`config.mk`:
```
export PLATFORM = sky130hd
export DESIGN_NAME = hmnoc_host_seq_flat
export DESIGN_NICKNAME = d
export VERILOG_FILES = /design/src/rtl/hmnoc_pkg.sv /design/src/rtl/hmnoc_host_seq_if.sv /design/src/rtl/hmnoc_rd_skid.sv /design/src/rtl/hmnoc_host_seq.sv /design/src/flat_wrapper.sv
export SDC_FILE = /design/constraint.sdc
export NUM_CORES = 1
export LEC_CHECK = 0
export CORE_MARGIN = 1.5
export CORE_UTILIZATION = 59
export CTS_BUF_LIST = sky130_fd_sc_hd__clkbuf_8
export DETAILED_ROUTE_END_ITERATION = 10
export PLACE_DENSITY_LB_ADDON = 0.1
export SYNTH_ARGS = -nofsm -noshare
export SYNTH_HDL_FRONTEND = slang
export SYNTH_HIERARCHICAL = 1
export SYNTH_SLANG_ARGS = --single-unit
```
`constraint.sdc`:
```
create_clock -name clk -period 8.1 [get_ports clk]
set_input_delay 1.62 -clock clk [delete_from_list [all_inputs] [get_ports clk]]
set_output_delay 1.62 -clock clk [all_outputs]
set_load 0.01 [all_outputs]
```
`src/rtl/hmnoc_pkg.sv`:
```
// Shared package for the host sequencer slice.
// Holds the sequencer state encoding and the default job-size constants
// used as parameter defaults by hmnoc_host_seq and its interface.
// Optional feature macro used elsewhere in this slice: HMNOC_HOST_TIMEOUT_EN
// (enables the WAIT_LOAD watchdog in hmnoc_host_seq).
package hmnoc_pkg;

  typedef enum logic [2:0] {
    IDLE      = 3'd0,
    LD_WGHT   = 3'd1,
    LD_IACT   = 3'd2,
    SPAD      = 3'd3,
    WAIT_LOAD = 3'd4,
    WAIT_COMP = 3'd5,
    RD_PSUM   = 3'd6,
    FIN       = 3'd7
  } state_t;

  localparam int DEF_DATA_BITWIDTH = 16;
  localparam int DEF_ADDR_BITWIDTH = 10;
  localparam int DEF_NUM_WGHT      = 9;
  localparam int DEF_NUM_IACT      = 25;
  localparam int DEF_NUM_PSUM      = 9;
  localparam int DEF_COMPUTE_WAIT  = 64;
  localparam int DEF_TIMEOUT       = 1024;

  // Width of the internal job counters (word counts, read/pop indices).
  localparam int CNT_W = 16;

endpackage

```
`src/rtl/hmnoc_host_seq_if.sv`:
```
// Bus interface between the host sequencer and its environment (host
// stream, GLB write/read ports, PE cluster control).
//
// Handshake semantics (both host streams): a word transfers on every rising
// clk edge where valid && ready are both 1. The producer holds data stable
// while valid is 1 and ready is 0; valid never depends combinationally on
// ready. in_ready is a pure decode of the sequencer state; out_valid is the
// skid's non-empty flag.
//
// Modports:
//   master - the sequencer (hmnoc_host_seq) side
//   slave  - the host / GLB / PE-cluster side
// fsm_state is a debug copy of the sequencer state for checkers.
interface hmnoc_host_seq_if
  import hmnoc_pkg::*;
#(
  parameter int DATA_BITWIDTH = DEF_DATA_BITWIDTH,
  parameter int ADDR_BITWIDTH = DEF_ADDR_BITWIDTH
);

  logic                     go;
  logic                     busy;
  logic                     done;
  logic                     err;

  logic [DATA_BITWIDTH-1:0] in_data;
  logic                     in_valid;
  logic                     in_ready;

  logic [DATA_BITWIDTH-1:0] out_data;
  logic                     out_valid;
  logic                     out_ready;

  logic                     write_en_wght;
  logic [ADDR_BITWIDTH-1:0] w_addr_wght;
  logic [DATA_BITWIDTH-1:0] w_data_wght;
  logic                     write_en_iact;
  logic [ADDR_BITWIDTH-1:0] w_addr_iact;
  logic [DATA_BITWIDTH-1:0] w_data_iact;

  logic                     load_spad_ctrl_wght;
  logic                     load_spad_ctrl_iact;
  logic                     start;
  logic                     load_done;

  logic                     read_req_psum;
  logic [ADDR_BITWIDTH-1:0] r_addr_psum;
  logic [DATA_BITWIDTH-1:0] r_data_psum;

  state_t                   fsm_state;

  modport master (
    input  go, in_data, in_valid, out_ready, load_done, r_data_psum,
    output busy, done, err, in_ready, out_data, out_valid,
           write_en_wght, w_addr_wght, w_data_wght,
           write_en_iact, w_addr_iact, w_data_iact,
           load_spad_ctrl_wght, load_spad_ctrl_iact, start,
           read_req_psum, r_addr_psum, fsm_state
  );

  modport slave (
    output go, in_data, in_valid, out_ready, load_done, r_data_psum,
    input  busy, done, err, in_ready, out_data, out_valid,
           write_en_wght, w_addr_wght, w_data_wght,
           write_en_iact, w_addr_iact, w_data_iact,
           load_spad_ctrl_wght, load_spad_ctrl_iact, start,
           read_req_psum, r_addr_psum, fsm_state
  );

endinterface

```
`src/rtl/hmnoc_rd_skid.sv`:
```
// Two-entry FIFO that buffers psum words returned by the GLB until the
// host accepts them.
// Ports:
//   clk, reset        - clock, asynchronous active-high reset
//   push, push_data   - write one word (caller guarantees occ < 2)
//   pop               - remove the head word (caller guarantees occ > 0)
//   out_data          - head word
//   out_valid         - buffer non-empty
//   occ               - current occupancy, 0..2
module hmnoc_rd_skid #(
  parameter int DATA_BITWIDTH = 16
) (
  input  logic                     clk,
  input  logic                     reset,
  input  logic                     push,
  input  logic [DATA_BITWIDTH-1:0] push_data,
  input  logic                     pop,
  output logic [DATA_BITWIDTH-1:0] out_data,
  output logic                     out_valid,
  output logic [1:0]               occ
);

  logic [DATA_BITWIDTH-1:0] mem [2];
  logic                     wr_ptr;
  logic                     rd_ptr;

  always_ff @(posedge clk or posedge reset) begin
    if (reset) begin
      mem[0] <= '0;
      mem[1] <= '0;
      wr_ptr <= 1'b0;
      rd_ptr <= 1'b0;
      occ    <= 2'd0;
    end else begin
      if (push) begin
        mem[wr_ptr] <= push_data;
        wr_ptr      <= ~wr_ptr;
      end
      if (pop) begin
        rd_ptr <= ~rd_ptr;
      end
      // Simultaneous push and pop leaves occupancy unchanged.
      case ({push, pop})
        2'b10:   occ <= occ + 2'd1;
        2'b01:   occ <= occ - 2'd1;
        default: occ <= occ;
      endcase
    end
  end

  assign out_data  = mem[rd_ptr];
  assign out_valid = (occ != 2'd0);

endmodule

```
`src/rtl/hmnoc_host_seq.sv`:
```
// Host-side job sequencer for the PE cluster.
// A job: accept NUM_WGHT weight words then NUM_IACT activation words from
// the host stream and write them to the weight/activation GLBs, pulse the
// spad loads and PE start, wait for load_done, wait COMPUTE_WAIT cycles,
// then read NUM_PSUM psum words from the GLB and stream them back to the
// host through a 2-entry skid (hmnoc_rd_skid), and finally pulse done.
// Ports:
//   clk   - clock
//   reset - asynchronous active-high reset
//   bus   - hmnoc_host_seq_if.master (host streams, GLB ports, PE control,
//           status and debug state)
// Optional feature: define HMNOC_HOST_TIMEOUT_EN to enable a watchdog that
// aborts a WAIT_LOAD lasting TIMEOUT cycles with a one-cycle err pulse.
// Without it err is tied to 0 and WAIT_LOAD waits indefinitely.
module hmnoc_host_seq
  import hmnoc_pkg::*;
#(
  parameter int DATA_BITWIDTH = DEF_DATA_BITWIDTH,
  parameter int ADDR_BITWIDTH = DEF_ADDR_BITWIDTH,
  parameter int NUM_WGHT      = DEF_NUM_WGHT,
  parameter int NUM_IACT      = DEF_NUM_IACT,
  parameter int NUM_PSUM      = DEF_NUM_PSUM,
  parameter int W_BASE        = 0,
  parameter int A_BASE        = 0,
  parameter int P_BASE        = 0,
  parameter int COMPUTE_WAIT  = DEF_COMPUTE_WAIT,
  parameter int TIMEOUT       = DEF_TIMEOUT
) (
  input logic              clk,
  input logic              reset,
  hmnoc_host_seq_if.master bus
);

  state_t                   state;
  logic [CNT_W-1:0]         cnt;       // words accepted in the current load phase
  logic [CNT_W-1:0]         rd_idx;    // psum reads issued
  logic [CNT_W-1:0]         pop_cnt;   // psum words delivered to the host
  logic [31:0]              wait_cnt;
  logic                     rd_inflight;

  logic                     write_en_wght_q;
  logic [ADDR_BITWIDTH-1:0] w_addr_wght_q;
  logic [DATA_BITWIDTH-1:0] w_data_wght_q;
  logic                     write_en_iact_q;
  logic [ADDR_BITWIDTH-1:0] w_addr_iact_q;
  logic [DATA_BITWIDTH-1:0] w_data_iact_q;

  logic                     skid_valid;
  logic [1:0]               skid_occ;
  logic [1:0]               rd_pending;
  logic                     read_req;
  logic                     accept;
  logic                     pop;

`ifdef HMNOC_HOST_TIMEOUT_EN
  logic [31:0]              to_cnt;
  logic                     err_q;
`endif

  assign accept = bus.in_valid && bus.in_ready;
  assign pop    = skid_valid && bus.out_ready;

  // Credit check: a word already in the skid or one whose read data arrives
  // next cycle both consume a slot, so never more than 2 are outstanding.
  assign rd_pending = skid_occ + {1'b0, rd_inflight};
  assign read_req   = (state == RD_PSUM) && (rd_pending < 2'd2) &&
                      (rd_idx < CNT_W'(NUM_PSUM));

  always_ff @(posedge clk or posedge reset) begin
    if (reset) begin
      state           <= IDLE;
      cnt             <= '0;
      rd_idx          <= '0;
      pop_cnt         <= '0;
      wait_cnt        <= '0;
      rd_inflight     <= 1'b0;
      write_en_wght_q <= 1'b0;
      w_addr_wght_q   <= '0;
      w_data_wght_q   <= '0;
      write_en_iact_q <= 1'b0;
      w_addr_iact_q   <= '0;
      w_data_iact_q   <= '0;
`ifdef HMNOC_HOST_TIMEOUT_EN
      to_cnt          <= '0;
      err_q           <= 1'b0;
`endif
    end else begin
      write_en_wght_q <= 1'b0;
      write_en_iact_q <= 1'b0;
      rd_inflight     <= read_req;
`ifdef HMNOC_HOST_TIMEOUT_EN
      err_q           <= 1'b0;
`endif
      case (state)
        IDLE: begin
          if (bus.go) begin
            state   <= LD_WGHT;
            cnt     <= '0;
            rd_idx  <= '0;
            pop_cnt <= '0;
          end
        end

        LD_WGHT: begin
          if (accept) begin
            write_en_wght_q <= 1'b1;
            w_addr_wght_q   <= ADDR_BITWIDTH'(W_BASE) + ADDR_BITWIDTH'(cnt);
            w_data_wght_q   <= bus.in_data;
            if (cnt == CNT_W'(NUM_WGHT - 1)) begin
              cnt   <= '0;
              state <= LD_IACT;
            end else begin
              cnt <= cnt + 1'b1;
            end
          end
        end

        LD_IACT: begin
          if (accept) begin
            write_en_iact_q <= 1'b1;
            w_addr_iact_q   <= ADDR_BITWIDTH'(A_BASE) + ADDR_BITWIDTH'(cnt);
            w_data_iact_q   <= bus.in_data;
            if (cnt == CNT_W'(NUM_IACT - 1)) begin
              cnt   <= '0;
              state <= SPAD;
            end else begin
              cnt <= cnt + 1'b1;
            end
          end
        end

        SPAD: begin
          state <= WAIT_LOAD;
`ifdef HMNOC_HOST_TIMEOUT_EN
          to_cnt <= '0;
`endif
        end

        WAIT_LOAD: begin
          if (bus.load_done) begin
            // The load_done cycle counts as the first of the COMPUTE_WAIT
            // cycles, so the first read request lands COMPUTE_WAIT cycles
            // after load_done.
            wait_cnt <= 32'd1;
            state    <= (COMPUTE_WAIT <= 1) ? RD_PSUM : WAIT_COMP;
          end
`ifdef HMNOC_HOST_TIMEOUT_EN
          else if (to_cnt == 32'(TIMEOUT - 1)) begin
            state <= IDLE;
            err_q <= 1'b1;
          end else begin
            to_cnt <= to_cnt + 32'd1;
          end
`endif
        end

        WAIT_COMP: begin
          if (wait_cnt >= 32'(COMPUTE_WAIT - 1)) begin
            state <= RD_PSUM;
          end else begin
            wait_cnt <= wait_cnt + 32'd1;
          end
        end

        RD_PSUM: begin
          if (read_req) begin
            rd_idx <= rd_idx + 1'b1;
          end
          if (pop) begin
            if (pop_cnt == CNT_W'(NUM_PSUM - 1)) begin
              state <= FIN;
            end else begin
              pop_cnt <= pop_cnt + 1'b1;
            end
          end
        end

        FIN: begin
          state <= IDLE;
        end

        default: state <= IDLE;
      endcase
    end
  end

  // Read data arrives the cycle after the request; rd_inflight marks it.
  hmnoc_rd_skid #(
    .DATA_BITWIDTH(DATA_BITWIDTH)
  ) u_rd_skid (
    .clk       (clk),
    .reset     (reset),
    .push      (rd_inflight),
    .push_data (bus.r_data_psum),
    .pop       (pop),
    .out_data  (bus.out_data),
    .out_valid (skid_valid),
    .occ       (skid_occ)
  );

  // Control outputs are decodes of the registered state only.
  assign bus.in_ready            = (state == LD_WGHT) || (state == LD_IACT);
  assign bus.busy                = (state != IDLE);
  assign bus.done                = (state == FIN);
  assign bus.load_spad_ctrl_wght = (state == SPAD);
  assign bus.load_spad_ctrl_iact = (state == SPAD);
  assign bus.start               = (state == SPAD);
  assign bus.out_valid           = skid_valid;
  assign bus.read_req_psum       = read_req;
  assign bus.r_addr_psum         = ADDR_BITWIDTH'(P_BASE) + ADDR_BITWIDTH'(rd_idx);

  assign bus.write_en_wght = write_en_wght_q;
  assign bus.w_addr_wght   = w_addr_wght_q;
  assign bus.w_data_wght   = w_data_wght_q;
  assign bus.write_en_iact = write_en_iact_q;
  assign bus.w_addr_iact   = w_addr_iact_q;
  assign bus.w_data_iact   = w_data_iact_q;

  assign bus.fsm_state = state;

`ifdef HMNOC_HOST_TIMEOUT_EN
  assign bus.err = err_q;
`else
  assign bus.err = 1'b0;
`endif

endmodule

```
`src/flat_wrapper.sv`:
```
// flat-port wrapper written by rule: the top's interface ports become plain ports
module hmnoc_host_seq_flat import hmnoc_pkg::*;
#(
  parameter int DATA_BITWIDTH = DEF_DATA_BITWIDTH,
  parameter int ADDR_BITWIDTH = DEF_ADDR_BITWIDTH,
  parameter int NUM_WGHT      = DEF_NUM_WGHT,
  parameter int NUM_IACT      = DEF_NUM_IACT,
  parameter int NUM_PSUM      = DEF_NUM_PSUM,
  parameter int W_BASE        = 0,
  parameter int A_BASE        = 0,
  parameter int P_BASE        = 0,
  parameter int COMPUTE_WAIT  = DEF_COMPUTE_WAIT,
  parameter int TIMEOUT       = DEF_TIMEOUT
)
  (clk, reset, bus_go, bus_in_data, bus_in_valid, bus_out_ready, bus_load_done, bus_r_data_psum, bus_busy, bus_done, bus_err, bus_in_ready, bus_out_data, bus_out_valid, bus_write_en_wght, bus_w_addr_wght, bus_w_data_wght, bus_write_en_iact, bus_w_addr_iact, bus_w_data_iact, bus_load_spad_ctrl_wght, bus_load_spad_ctrl_iact, bus_start, bus_read_req_psum, bus_r_addr_psum, bus_fsm_state);
  hmnoc_host_seq_if #(.DATA_BITWIDTH(DATA_BITWIDTH), .ADDR_BITWIDTH(ADDR_BITWIDTH)) bus_i ();
  input logic clk;
  input logic reset;
  input wire logic [$bits(bus_i.go)-1:0] bus_go;
  input wire logic [$bits(bus_i.in_data)-1:0] bus_in_data;
  input wire logic [$bits(bus_i.in_valid)-1:0] bus_in_valid;
  input wire logic [$bits(bus_i.out_ready)-1:0] bus_out_ready;
  input wire logic [$bits(bus_i.load_done)-1:0] bus_load_done;
  input wire logic [$bits(bus_i.r_data_psum)-1:0] bus_r_data_psum;
  output wire logic [$bits(bus_i.busy)-1:0] bus_busy;
  output wire logic [$bits(bus_i.done)-1:0] bus_done;
  output wire logic [$bits(bus_i.err)-1:0] bus_err;
  output wire logic [$bits(bus_i.in_ready)-1:0] bus_in_ready;
  output wire logic [$bits(bus_i.out_data)-1:0] bus_out_data;
  output wire logic [$bits(bus_i.out_valid)-1:0] bus_out_valid;
  output wire logic [$bits(bus_i.write_en_wght)-1:0] bus_write_en_wght;
  output wire logic [$bits(bus_i.w_addr_wght)-1:0] bus_w_addr_wght;
  output wire logic [$bits(bus_i.w_data_wght)-1:0] bus_w_data_wght;
  output wire logic [$bits(bus_i.write_en_iact)-1:0] bus_write_en_iact;
  output wire logic [$bits(bus_i.w_addr_iact)-1:0] bus_w_addr_iact;
  output wire logic [$bits(bus_i.w_data_iact)-1:0] bus_w_data_iact;
  output wire logic [$bits(bus_i.load_spad_ctrl_wght)-1:0] bus_load_spad_ctrl_wght;
  output wire logic [$bits(bus_i.load_spad_ctrl_iact)-1:0] bus_load_spad_ctrl_iact;
  output wire logic [$bits(bus_i.start)-1:0] bus_start;
  output wire logic [$bits(bus_i.read_req_psum)-1:0] bus_read_req_psum;
  output wire logic [$bits(bus_i.r_addr_psum)-1:0] bus_r_addr_psum;
  output wire logic [$bits(bus_i.fsm_state)-1:0] bus_fsm_state;
  assign bus_i.go = bus_go;
  assign bus_i.in_data = bus_in_data;
  assign bus_i.in_valid = bus_in_valid;
  assign bus_i.out_ready = bus_out_ready;
  assign bus_i.load_done = bus_load_done;
  assign bus_i.r_data_psum = bus_r_data_psum;
  assign bus_busy = bus_i.busy;
  assign bus_done = bus_i.done;
  assign bus_err = bus_i.err;
  assign bus_in_ready = bus_i.in_ready;
  assign bus_out_data = bus_i.out_data;
  assign bus_out_valid = bus_i.out_valid;
  assign bus_write_en_wght = bus_i.write_en_wght;
  assign bus_w_addr_wght = bus_i.w_addr_wght;
  assign bus_w_data_wght = bus_i.w_data_wght;
  assign bus_write_en_iact = bus_i.write_en_iact;
  assign bus_w_addr_iact = bus_i.w_addr_iact;
  assign bus_w_data_iact = bus_i.w_data_iact;
  assign bus_load_spad_ctrl_wght = bus_i.load_spad_ctrl_wght;
  assign bus_load_spad_ctrl_iact = bus_i.load_spad_ctrl_iact;
  assign bus_start = bus_i.start;
  assign bus_read_req_psum = bus_i.read_req_psum;
  assign bus_r_addr_psum = bus_i.r_addr_psum;
  assign bus_fsm_state = bus_i.fsm_state;
  hmnoc_host_seq #(.DATA_BITWIDTH(DATA_BITWIDTH), .ADDR_BITWIDTH(ADDR_BITWIDTH), .NUM_WGHT(NUM_WGHT), .NUM_IACT(NUM_IACT), .NUM_PSUM(NUM_PSUM), .W_BASE(W_BASE), .A_BASE(A_BASE), .P_BASE(P_BASE), .COMPUTE_WAIT(COMPUTE_WAIT), .TIMEOUT(TIMEOUT)) u_core (.clk(clk), .reset(reset), .bus(bus_i));
endmodule
```
==> results of run 1 <==
[final cells by class]
cell class,instances,area share [%]
clock inverters,13,1.98
flip-flops and latches,174,46.0
inverters,13,0.542
well taps,172,2.27
multi-input cells,389,32.6
repair buffers,132,13.9
clock buffers,19,2.76
[cell families after synthesis]
family / after synthesis / share of synthesized area, %
and+or+nand+nor: 200 / 15.1
AOI/OAI and AO/OA: 48 / 4.35
xor gates and xnor gates: 26 / 2.93
other: 1 / 0.0483
buffers and inverters: 56 / 4.32
adders and majority gates: 8 / 1.29
DFF: 174 / 56.1
muxes: 106 / 15.9
[metrics by stage]
step / hold WS (ns) / instances
2_1_floorplan: 0.454 / 619
3_3_place_gp: 0.469 / 880
3_5_place_dp: 0.471 / 880
4_1_cts: 0.495 / 912
5_1_grt: 0.507 / 912
6_report: 0.495 / 912
[state kept, by name, summed over array words and instances, names as in the netlist, 10 cells and up]
| signal | flops |
|---|---|
| u_core/u_rd_skid/mem | 32 |
| u_core/wait_cnt | 32 |
| u_core/bus.w_data_iact | 16 |
| u_core/bus.w_data_wght | 16 |
| u_core/cnt | 16 |
| u_core/pop_cnt | 16 |
| u_core/rd_idx | 16 |
| u_core/bus.w_addr_iact | 10 |
| u_core/bus.w_addr_wght | 10 |
[cell usage in the layout, fill, tap and decap left out, types with 3 or more instances in the layout]
cell             synthesis  routed
nand2b_1                 5       5
nand3_1                 10      10
or3_1                    3       3
clkbuf_8                 0      19
xor2_1                  11      11
mux2i_1                  3       3
ha_1                     8       8
a21oi_1                  7       7
a22o_1                   5       5
and4_1                   3       3
clkinv_4                 0       4
o21ai_0                 13      13
nor2_1                  39      39
clkdlybuf4s50_1          0     128
bufinv_16                0       4
nand2_1                 16      16
and2_1                  34      34
xnor2_1                 15      15
and3_1                  12      12
nand4_1                 12      12
mux2_2                  92      92
buf_4                   14       4
nor2b_1                 18      18
mux2_4                  11      11
nor4_1                  20      20
nand3b_1                 6       6
inv_1                   12      12
nor4b_1                  3       3
dfrtp_1                174     174
[power by group]
part	internal (W)	switching [W]	leakage, nW	total, W
Combinational	0.000189	0.000123	1.79	0.000312
Sequential	0.000919	0.0000654	2.21	0.000984
Clock	0.000354	0.000302	0.224	0.000656
[worst max path at each step]
stage | slack [ns] | cells past startpoint | to
after CTS | 3.79 | 3 | bus_read_req_psum
after global routing | 3.56 | 3 | bus_read_req_psum
final | 3.81 | 3 | bus_read_req_psum
after detailed placement | 4.27 | 3 | bus_read_req_psum
after global placement | 4.34 | 3 | u_core/bus.w_data_wght[10]$_DFFE_PP0P_
after floorplan | 2.78 | 1 | u_core/bus.fsm_state[0]$_DFFE_PP0P_
[worst max-delay path, cell delays in order, from the launching register on]
cell             delay, ns
dfrtp_1               0.90
nand3b_1              0.29
nor4_1                0.43
clkdlybuf4s50_1       0.61
[metal layers]
layer	part of all wire [%]	wire (um)	global-route usage, %	vias up
met2	50	7850	39.8	131
met4	1.6	244	7.70	0
met5	0	0	0	-
li1	-	-	-	2371
met3	5.8	908	6.83	22
met1	42	6610	30.0	2558
==> impl_results.md, run 1 <==
* Outcome: complete, no violations
* Vias/cell at ~5.6
* Post-synthesis net count at ~670
* Clock transition at the registers of the reported paths at 0.08 ns
* Count leader, synth: dfrtp_1
* Post-DRT Antenna Nets at 0
* FF+latch area at ~4400 sq um
* Clk sinks at roughly 170
* Post-CTS setup buffer count at 0
* R2R Path Start: u_core/bus.fsm_state[2]$_DFFE_PP0P_
* Setup crit start kind: flip-flop
* Clk_skew at roughly 0.008 ns
* Post-synthesis async set-or-reset flop share at 100%
* Hold Startpoint: u_core/wait_cnt[10]$_DFFE_PP0P_
* Vias at 5082
* CTS tree: yes
* Peak VDD IR at about 0.00019 V
* Filler Cells Inserted at 887
* Initial antenna violation count at 0
* Final instance area at 9460 sq um
* Synth top area cells: dfrtp_1, mux2_2, and2_1
* H-tree level count at 4
* Distinct cells, synth at 63
* HP Class: reg -> reg
* Post-layout util at 74.4%
* Detailed-route DRC error count at 0
* Site row count at roughly 40
* Diodes inserted at 0
* Main flop type after synthesis: dfrtp_1
* Final GP Congestion at 0.855
* R2R setup slack at 5.45 ns
* Routed Wire Length at between 15 and 20 mm
* Global-route wire length before repair at approximately 26 mm
* Yosys top cell area share at between 50 and 60%
* WL/cell at roughly 17 um
* Grt ovf at 0
* Hold bufs inserted after CTS at 0
* CORE AREA at between 10000 and 15000 sq um
* Sum Neg Setup Slack at 0 ns
* Clock Tree Buf Depth at 2
* RSZ-0062 raised after global routing: false
* R2R cell count at 4
* Final Setup Violations at 0
* Leak at 4.22 nW
* Port Buf Inserts at 128
* Detailed-router iteration count before antenna repair at 4
* Arrival @ worst endpoint at around 2.7 ns
* Total CTS buffers at 17
* CP Max Fanout at 27
* Synth Instances at 619
* Yosys reg bits at ~170
* Vias in the first global route at approximately 5300
* Global-route usage over all layers at 23.8%
* I/O pin count at between 100 and 150
* Clock latency on the worst-skew pair at between 0.4 and 0.5 ns
* Syn Std Cell Area at approximately 7800 sq um
* Power per cell area at roughly 210 nW/um^2
* RR Endpoint: u_core/wait_cnt[5]$_DFFE_PP0P_
* Max Transition Viols Final at 0
* DP Wirelength at between 10 and 15 mm
* Area after DPL at between 9000 and 10000 sq um
* Place WS at approximately 4.3 ns
* Die ar. at between 10000 and 15000 sq um
* Layout cells sized above 1 at roughly 21%
* CP endpoint kind: primary output
* Minimum clock period at around 4.3 ns
* Final Cycle Share at 53.0%
* Iteration-0 DRC count of the detailed router at about 420
* Synth area leader: dfrtp_1
* DIE HEIGHT at ~120 um
* Gates resized, CTS repair at 0
* EDFF count, synth at 0
* Die Width at ~120 um
* Crit path from: u_core/bus.fsm_state[2]$_DFFE_PP0P_
* Commonest cells post-synth: dfrtp_1, mux2_2, nor2_1
* CTS root buf: clkbuf_8
* Hold Path End: u_core/wait_cnt[10]$_DFFE_PP0P_
* Post-synthesis average cell area at roughly 13 sq um
* Worst setup margin at around 3.8 ns
* Slew @ Worst Pin at approximately 1.3 ns
* Setup CP Type: reg -> out
* MaxCap Viol Count at 0
* Initial Util at 61.0%
* P&R area growth vs syn at 21.9%
* Required time worst endpoint at approximately 6.5 ns
* Final hold vios at 0
* Largest net degree at the start of global routing at 80
* Fmax at 233 MHz
* Worst hold stages at 1
* Synth warn at 6
* Final Power at 0.00195 W
* Area of the multi-input gates at about 3100 sq um
* Post-synthesis sequential area ratio at between 50% and 60%
* Final #Nets at around 770
* Max_slew headroom at between 15 and 20%
No activity file was read; power rests on OpenSTA's default activity.
==> run 2: changes to the inputs <==
Settings changed: CORE_UTILIZATION 59 to 50.
Clock period 8.1 ns to 3.9 ns, I/O delays scaled along.
==> run 2 against run 1 <==
- sequential share of layout area fell by 0.13 points
- critical path depth stayed put
- largest power group unchanged
- utilization is 12 points lower
- via count down 0.43%
- sequential cell count unchanged
- critical endpoint unchanged
- first-iteration DRC count decreased by 29%
- sequential power up 110%
- critical path type unchanged
- non-clock buffer count increased by 3
- total power rose by 100%
==> impl_results.md, run 2 (synthesized netlist as in run 1, its figures left out) <==
* Global-route usage over all layers at 20.5% (-3.2 points)
* Most common cell after layout, fill and taps aside: dfrtp_1
* WL/cell at 16.9 um (-1.1%)
* Vias/cell at 5.44 (-2.5%)
* Initial antenna violation count at 0 (unchanged)
* Fmax at around 310 MHz
* Iteration-0 DRC count of the detailed router at 301 (-29%)
* Setup CP Type: reg -> out
* Clk_skew at 0.0150 ns (+0.00679 ns)
* DIE HEIGHT at 128 um (+8.4%)
* Final Cycle Share at roughly 82%
* Worst path cell trace: nand3b_1 > nor4_1 > clkdlybuf4s50_1
* Detailed-route DRC error count at 0 (unchanged)
* Sum Neg Setup Slack at 0 ns (unchanged)
* Final #Nets at 776 (+0.39%)
* Post-DRT Antenna Nets at 0 (unchanged)
* Final GP Congestion at 0.830 (-3.0%)
* Total CTS buffers at 17 (unchanged)
* Filler Cells Inserted at 1193 (+34%)
* Gates resized, CTS repair at 0 (unchanged)
* Clock Tree Buf Depth at 2 (unchanged)
* Detailed-router iteration count before antenna repair at 4 (unchanged)
* CP Max Fanout at 20 (-26%)
* Max Transition Viols Final at 0 (unchanged)
* Peak VDD IR at 0.000216 V (+17%)
* I/O pin count at 130 (unchanged)
* Required time worst endpoint at 3.12 ns (-3.36 ns)
* Vias at 5060 (-0.43%)
* Final hold vios at 0 (unchanged)
* Top flop regs: u_core/u_rd_skid/mem x32, u_core/wait_cnt x32
* Slew @ Worst Pin at 1.03 ns (-0.224 ns)
* Post-CTS setup buffer count at 0 (unchanged)
* Vias in the first global route at 5261 (-0.53%)
* Site row count at 45 (+9.8%)
* Die ar. at 16300 sq um (+18%)
* Power per cell area at 419 nW/um^2 (+100%)
* Final Power at 0.00398 W (+100%)
* Clock transition at the registers of the reported paths at 0.08 ns (about the same)
* Diodes inserted at 0 (unchanged)
* Largest net degree at the start of global routing at 76 (-5.0%)
* Routed Wire Length at 15.8 mm (+1.0%)
* Arrival @ worst endpoint at 2.43 ns (-0.24 ns)
* CTS root buf: clkbuf_8
* Pint at 0.00295 W (+100%)
* RSZ-0062 raised after global routing: false
* MaxCap Viol Count at 0 (unchanged)
* Most frequent cells in the layout: dfrtp_1, clkdlybuf4s50_1, mux2_2
* H-tree level count at 4 (unchanged)
* Power share of the clock group at 32.1% (-1.5 points)
* Clk sinks at 174 (unchanged)
* HP Class: reg -> reg
* Hold bufs inserted after CTS at 0 (unchanged)
* CP max stage delay at 0.70 ns (-0.20 ns)
* Minimum clock period at about 3.2 ns
* Outcome: complete, no violations
* Comb pwr share at 16.5% (+0.5 points)
* CORE AREA at 15200 sq um (+19%)
* CTS tree: yes
* Sw Share at 25.9% (+0.74 points)
* Flop pwr share at 51.4% (+1.0 points)
* Grt ovf at 0 (unchanged)
* Clock latency on the worst-skew pair at 0.45 ns (about the same)
* Max_slew headroom at 31.4% (+15 points)
* Global-route wire length before repair at 26.3 mm (unchanged)
* Die Width at 128 um (+8.4%)
* Sw power at 0.00103 W (+110%)
* P&R area growth vs syn at 22.3%
* Leak at 4.23 nW (+0.12%)
* Layout cells sized above 1 at 21.0% (+0.46 points)
* Port Buf Inserts at 128 (unchanged)
* Setup crit start kind: flip-flop
* Final Setup Violations at 0 (unchanged)
* R2R cell count at 5 (+1)
* CP endpoint kind: primary output
* DP Wirelength at 10.9 mm (+0.85%)
* Initial Util at 51.1% (-10 points)
* Slowest CP cell: dfrtp_1
* Worst hold stages at 1 (unchanged)
## run 2: cell count changes in the layout (fill, tap and decap cells not counted)
cell	before	now
clkbuf_8	19	21
clkinv_2	1	2
buf_4	4	6
inv_1	12	11
buf_12	0	1
inv_6	1	2
inv_4	1	0
bufinv_16	4	2
## run 2: metrics by stage
step | area (sq um) | hold WS [ns] | util [%] | setup WS (ns) | cells
floorplan | 7760 | 0.454 | - | 1.40 | 619
global placement | 9070 | 0.469 | 59.7 | 1.17 | 899
detailed placement | 9070 | 0.471 | 59.7 | 1.13 | 899
CTS | 9490 | 0.493 | 62.4 | 0.630 | 931
global route | 9490 | 0.513 | 62.4 | 0.518 | 931
finish | 9490 | 0.490 | 62.4 | 0.689 | 931
## run 2: critical path, delay by kind of cell, from the launching register on
family / cells / cell delay, ns
flops: 1 / 0.70
simple gates: 2 / 0.68
buf+inv: 1 / 0.61
## run 2: power groups by stage
stage / clock, W / combinational (W) / sequential (W)
after CTS: 0.00132 / 0.000662 / 0.00204
after floorplan: 0 / 0.000365 / 0.00203
after global placement: 0 / 0.000643 / 0.00207
final: 0.00128 / 0.000654 / 0.00204
after detailed placement: 0 / 0.000657 / 0.00208
after global routing: 0.00140 / 0.000709 / 0.00206
## run 2: metal layers
metal / global-route usage (%) / vias up / share of wire, %
met1: 26.6 / 2546 / 46
met3: 5.57 / 14 / 4.7
met5: 0 / - / 0
li1: - / 2374 / -
met2: 33.4 / 126 / 48
met4: 7.20 / 0 / 1.4
## run 2: final cells by class
type,instances,area [sq um],area share (%)
clock inverter,11,130,1.37
sequential,174,4350,45.9
timing repair buffer,135,1350,14.2
tap,188,235,2.48
clock buffer,21,289,3.05
multi-input combinational,389,3080,32.5
inverter,13,52.6,0.554
## run 2: worst paths after layout
kind / from / end / slack [ns]
max: u_core/bus.fsm_state[1]$_DFFE_PP0P_ / bus_read_req_psum / 0.69
min: u_core/wait_cnt[10]$_DFFE_PP0P_ / u_core/wait_cnt[10]$_DFFE_PP0P_ / 0.49
max reg2reg: u_core/bus.fsm_state[1]$_DFFE_PP0P_ / u_core/wait_cnt[5]$_DFFE_PP0P_ / 1.66
min reg2reg: u_core/wait_cnt[10]$_DFFE_PP0P_ / u_core/wait_cnt[10]$_DFFE_PP0P_ / 0.49
max in group asynchronous: reset / u_core/rd_idx[5]$_DFFE_PP0P_ / 2.17
min in group asynchronous: reset / u_core/u_rd_skid/mem[28]$_DFFE_PP0P_ / 0.84
